<file path="src/rtl/serial_adder_ctrl.sv">
// Bit-serial add/subtract engine: one full adder (two half adders + OR) stepped
// LSB first over WIDTH cycles, sequenced by an IDLE/RUN/DONE FSM with start/done handshake.

module half_adder (
  input  logic x,
  input  logic y,
  output logic s,
  output logic c
);
  assign s = x ^ y;
  assign c = x & y;
endmodule

module full_adder (
  input  logic x,
  input  logic y,
  input  logic ci,
  output logic s,
  output logic co
);
  logic s0, c0, c1;

  half_adder u_ha0 (.x(x),  .y(y),  .s(s0), .c(c0));
  half_adder u_ha1 (.x(s0), .y(ci), .s(s),  .c(c1));

  assign co = c0 | c1;
endmodule

module serial_adder_ctrl #(
  parameter int WIDTH = 8
) (
  input  logic             clk,
  input  logic             rst_n,
  input  logic             start,
  input  logic             sub,
  input  logic [WIDTH-1:0] a,
  input  logic [WIDTH-1:0] b,
  output logic             busy,
  output logic             done,
  output logic [WIDTH-1:0] sum,
  output logic             cout,
  output logic             ovf
);
  localparam int CW = (WIDTH > 1) ? $clog2(WIDTH) : 1;

  localparam logic [1:0] IDLE = 2'd0;
  localparam logic [1:0] RUN  = 2'd1;
  localparam logic [1:0] DONE = 2'd2;

  logic [1:0]       state;
  logic [WIDTH-1:0] opa, opb;
  // Holds the WIDTH-1 most recent result bits; the last bit joins at the final edge.
  logic [WIDTH-2:0] acc;
  logic [WIDTH-1:0] acc_nx;
  logic [CW-1:0]    cnt;
  logic             carry;
  logic             fs, fc;
  logic             last, accept;

  full_adder u_fa (.x(opa[0]), .y(opb[0]), .ci(carry), .s(fs), .co(fc));

  assign acc_nx = {fs, acc};
  assign last   = (cnt == CW'(WIDTH-1));
  assign accept = start && ((state == IDLE) || (state == DONE));
  assign busy   = (state == RUN);
  assign done   = (state == DONE);

  always_ff @(posedge clk or negedge rst_n) begin
    if (!rst_n) begin
      state <= IDLE;
      opa   <= '0;
      opb   <= '0;
      acc   <= '0;
      cnt   <= '0;
      carry <= 1'b0;
      sum   <= '0;
      cout  <= 1'b0;
      ovf   <= 1'b0;
    end else begin
      case (state)
        RUN: begin
          carry <= fc;
          opa   <= opa >> 1;
          opb   <= opb >> 1;
          acc   <= acc_nx[WIDTH-1:1];
          cnt   <= cnt + CW'(1);
          if (last) begin
            // carry still holds the carry into the MSB here
            sum   <= acc_nx;
            cout  <= fc;
            ovf   <= carry ^ fc;
            state <= DONE;
          end
        end
        IDLE, DONE: begin
          if (accept) begin
            opa   <= a;
            opb   <= sub ? ~b : b;
            carry <= sub;
            cnt   <= '0;
            state <= RUN;
          end else begin
            state <= IDLE;
          end
        end
        default: state <= IDLE;
      endcase
    end
  end
endmodule

</file>
<file path="config.mk">
export PLATFORM = sky130hd
export DESIGN_NAME = serial_adder_ctrl
export DESIGN_NICKNAME = d
export VERILOG_FILES = /design/src/rtl/serial_adder_ctrl.sv
export SDC_FILE = /design/constraint.sdc
export NUM_CORES = 1
export LEC_CHECK = 0
export BUFFER_PORTS_ARGS = -buffer_cell sky130_fd_sc_hd__buf_2
export CAP_MARGIN = 30
export CORE_ASPECT_RATIO = 1.4
export CORE_MARGIN = 5
export CORE_UTILIZATION = 36
export DETAILED_ROUTE_END_ITERATION = 6
export SYNTH_ARGS = -nofsm -noshare
export SYNTH_HDL_FRONTEND = slang
export SYNTH_HIERARCHICAL = 1
export SYNTH_SLANG_ARGS = --single-unit
</file>
<file path="constraint.sdc">
create_clock -name clk -period 4.51 [get_ports clk]
set_input_delay 0.6765 -clock clk [delete_from_list [all_inputs] [get_ports clk]]
set_output_delay 0.6765 -clock clk [all_outputs]
set_load 0.03 [all_outputs]
</file>
==> impl_metrics.csv <==
group,metric,value,unit
run_status,status,"completed",
final_layout,fraction_of_final_layout_cells_with_drive_strength_greater_than_1,26.97,%
worst_hold_path,holdCritPathClass,"primary input to asynchronous set/reset pin",
worst_setup_path,worstSetupEndpointType,"primary output",
global_routing,grt_use_total,12.11,%
yosys,synth_top_area_share,56.64,%
pwr,cellLeakagePower,0.0009865,uW
yosys,synthCells,149,
floorplan,die_outline_area,6289,um^2
yosys,synth_seq_area_share,56.64,%
cts,h_tree_depth_reported_by_cts,2,
timing,timing.final.crit_period,2.893,ns
worst_setup_path,r2r_end,"opa[3]",
cts,postCtsSetupRepairBufs,0,
place,dp_hpwl,2306,um
cts,cts.hold.buffers_added,0,
yosys,synth_area_per_cell,11.56,um^2
place,gpl.final_weighted_congestion,0.7072,
cts,cts_tree,"done",
floorplan,ios,32,
final_layout,n_antenna_cell,0,
yosys,mapped_cell_area,1723,um^2
timing,setup_violations,0,
worst_setup_path,startpoint_type,"flop",
flow_run,max-cap-violations,0,
global_routing,grt_pass1_vias,1353,
floorplan,floorplan.initialDensity,37.68,%
global_routing,globalRouteOverflowTotal,0,
worst_setup_path,regToRegSetupSlack,2.25,ns
floorplan,placementRows,29,
yosys,ys_top_cells_by_area,"dfrtp_1 (57%), mux2_2 (5.9%), mux2i_1 (5.2%), nand2_1 (4.8%), xnor2_1 (4.6%)",
floorplan,placeable_core_area,4572,um^2
pwr,vdd_drop_max,327.0,uV
final_layout,layout.filler_cells,468,
worst_setup_path,r2r_cells,3,
worst_setup_path,critical_path_class,"flop to primary output",
route,num_vias,1161,
cts,post_cts_resize_count,0,
global_routing,grt_pass1_wl,5775,um
worst_setup_path,crit_fanout,20,
timing,final_min_period_over_clock_period,64.14,%
yosys,ys_seq_elements,39,
global_routing,antenna_found_initial,0,
timing,max_slew.worst_pin.slew,0.8318,ns
timing,skew,0.003520,ns
cts,cts-buffers-inserted,5,
cts,worstSkewPairLatency,0.29,ns
worst_setup_path,critical_path_arrival,2.22,ns
timing,max_slew_margin,44.54,%
cts,tritoncts_num_sinks,39,
floorplan,die_x,68.47,um
timing,fin_tns_setup,0,ns
global_routing,grt_start_max_net_pins,40,
timing,total_count_of_max_transition_violations_in_the_final_report,0,
pwr,total_power,1444,uW
yosys,synth_top_area_cell,"dfrtp_1",
final_layout,final_cell_mix,"dfrtp_1 (39), buf_2 (31), nand2_1 (22)",
worst_setup_path,worstPathRequired,3.83,ns
route,route.antenna.remaining_nets,0,
final_layout,finalNonFillerCells,240,
worst_setup_path,timing.rr.start,"state[0]",
final_layout,final_core_utilization,43.54,%
cts,cts_root_buf,"clkbuf_8",
yosys,synth_warnings,6,
place,place.detailed.instances,232,
final_layout,fin_nets,201,
timing,report.final.hold_viol_count,0,
timing,timing.fmax,345.7,MHz
route,dr.pass1.iters,4,
place,port-buffer-count,31,
yosys,ys_types,24,
pwr,pwr_density,725.3,nW/um^2
timing,rsz_0062_raised_after_global_routing,"no",
place,placed_area,1891,um^2
final_layout,layout_commonest_cell,"dfrtp_1",
cts,clock_tree.buffer_depth,2,
yosys,syn_nets,173,
final_layout,fin_area,1991,um^2
final_layout,area.growth.synth_to_final,15.54,%
route,routed_via_density,4.838,
route,postRouteWirelength,3295,um
route,post_detailed_route_wirelength_per_cell,13.73,um
route,post-route-drc-count,0,
cts,clk_transition_reported_paths,0.07,ns
route,drt_first_iter_violations,51,
floorplan,chipHeight,91.86,um
-- worst max path at each step --
stage	to	start	cells after the start
detailed placement	busy	state[0]	3
CTS	busy	state[0]	3
finish	busy	state[0]	3
global placement	busy	state[0]	3
floorplan	done	state[0]	2
global route	busy	state[0]	3
-- registers in the layout, summed over array words and instances (netlist names) --
signal  flops
ovf         1
cout        1
state       2
sum         8
cnt         3
opa         8
opb         8
acc         7
carry       1
-- metrics by stage --
| step | hold slack, ns | setup slack [ns] |
|---|---|---|
| 2_1_floorplan | 0.3809 | 2.679 |
| 6_report | 0.4745 | 1.617 |
| 4_1_cts | 0.4936 | 1.594 |
| 3_3_place_gp | 0.4690 | 2.010 |
| 3_5_place_dp | 0.4749 | 1.931 |
| 5_1_grt | 0.5193 | 1.415 |
-- cell usage after synthesis, drive strengths merged --
| cell type | n |
|---|---|
| a221o | 7 |
| a22o | 2 |
| and2 | 1 |
| buf | 8 |
| clkbuf | 2 |
| dfrtp | 39 |
| ha | 4 |
| inv | 2 |
| mux2 | 9 |
| mux2i | 9 |
| nand2 | 22 |
| nand2b | 2 |
| nand3 | 10 |
| nand3b | 1 |
| nor2 | 7 |
| nor2b | 1 |
| o21ai | 12 |
| o2bb2ai | 1 |
| or2 | 1 |
| xnor2 | 9 |
-- layer usage --
metal | wire (um) | GRT usage, % | vias to the layer above
met5 | 0 | 0 | -
met4 | 64 | 5.473 | 0
met3 | 178 | 4.034 | 6
met2 | 1678 | 20.08 | 22
met1 | 1373 | 13.64 | 565
li1 | - | - | 568
-- critical path, cell delays in order (launching register included) --
cell and delay, ns:
dfrtp_1 0.69, nand2b_1 0.55, inv_2 0.42, buf_2 0.27
-- area by class of cell --
| type | instances | area [um^2] | share of cell area, % |
|---|---|---|---|
| timing repair buffer | 31 | 155.1 | 7.794 |
| multi-input combinational | 98 | 674.4 | 33.88 |
| clock buffer | 8 | 100.1 | 5.028 |
| tap | 62 | 77.57 | 3.897 |
| sequential | 39 | 975.9 | 49.03 |
| inverter | 2 | 7.507 | 0.3771 |
-- cells by family after synthesis --
| family | Yosys count | share of synthesized area, % |
|---|---|---|
| compound gates | 22 | 9.078 |
| xor+xnor | 9 | 4.575 |
| fa+ha+maj | 4 | 2.905 |
| buf+inv | 12 | 4.211 |
| flops | 39 | 56.65 |
| mux | 18 | 11.11 |
| simple gates | 45 | 11.48 |
-- where the power goes --
group          internal [uW]  switching, uW
logic                    233            343
clock network            139            115
registers                509            105
total                    881            563
No activity file was read; power rests on OpenSTA's default activity.
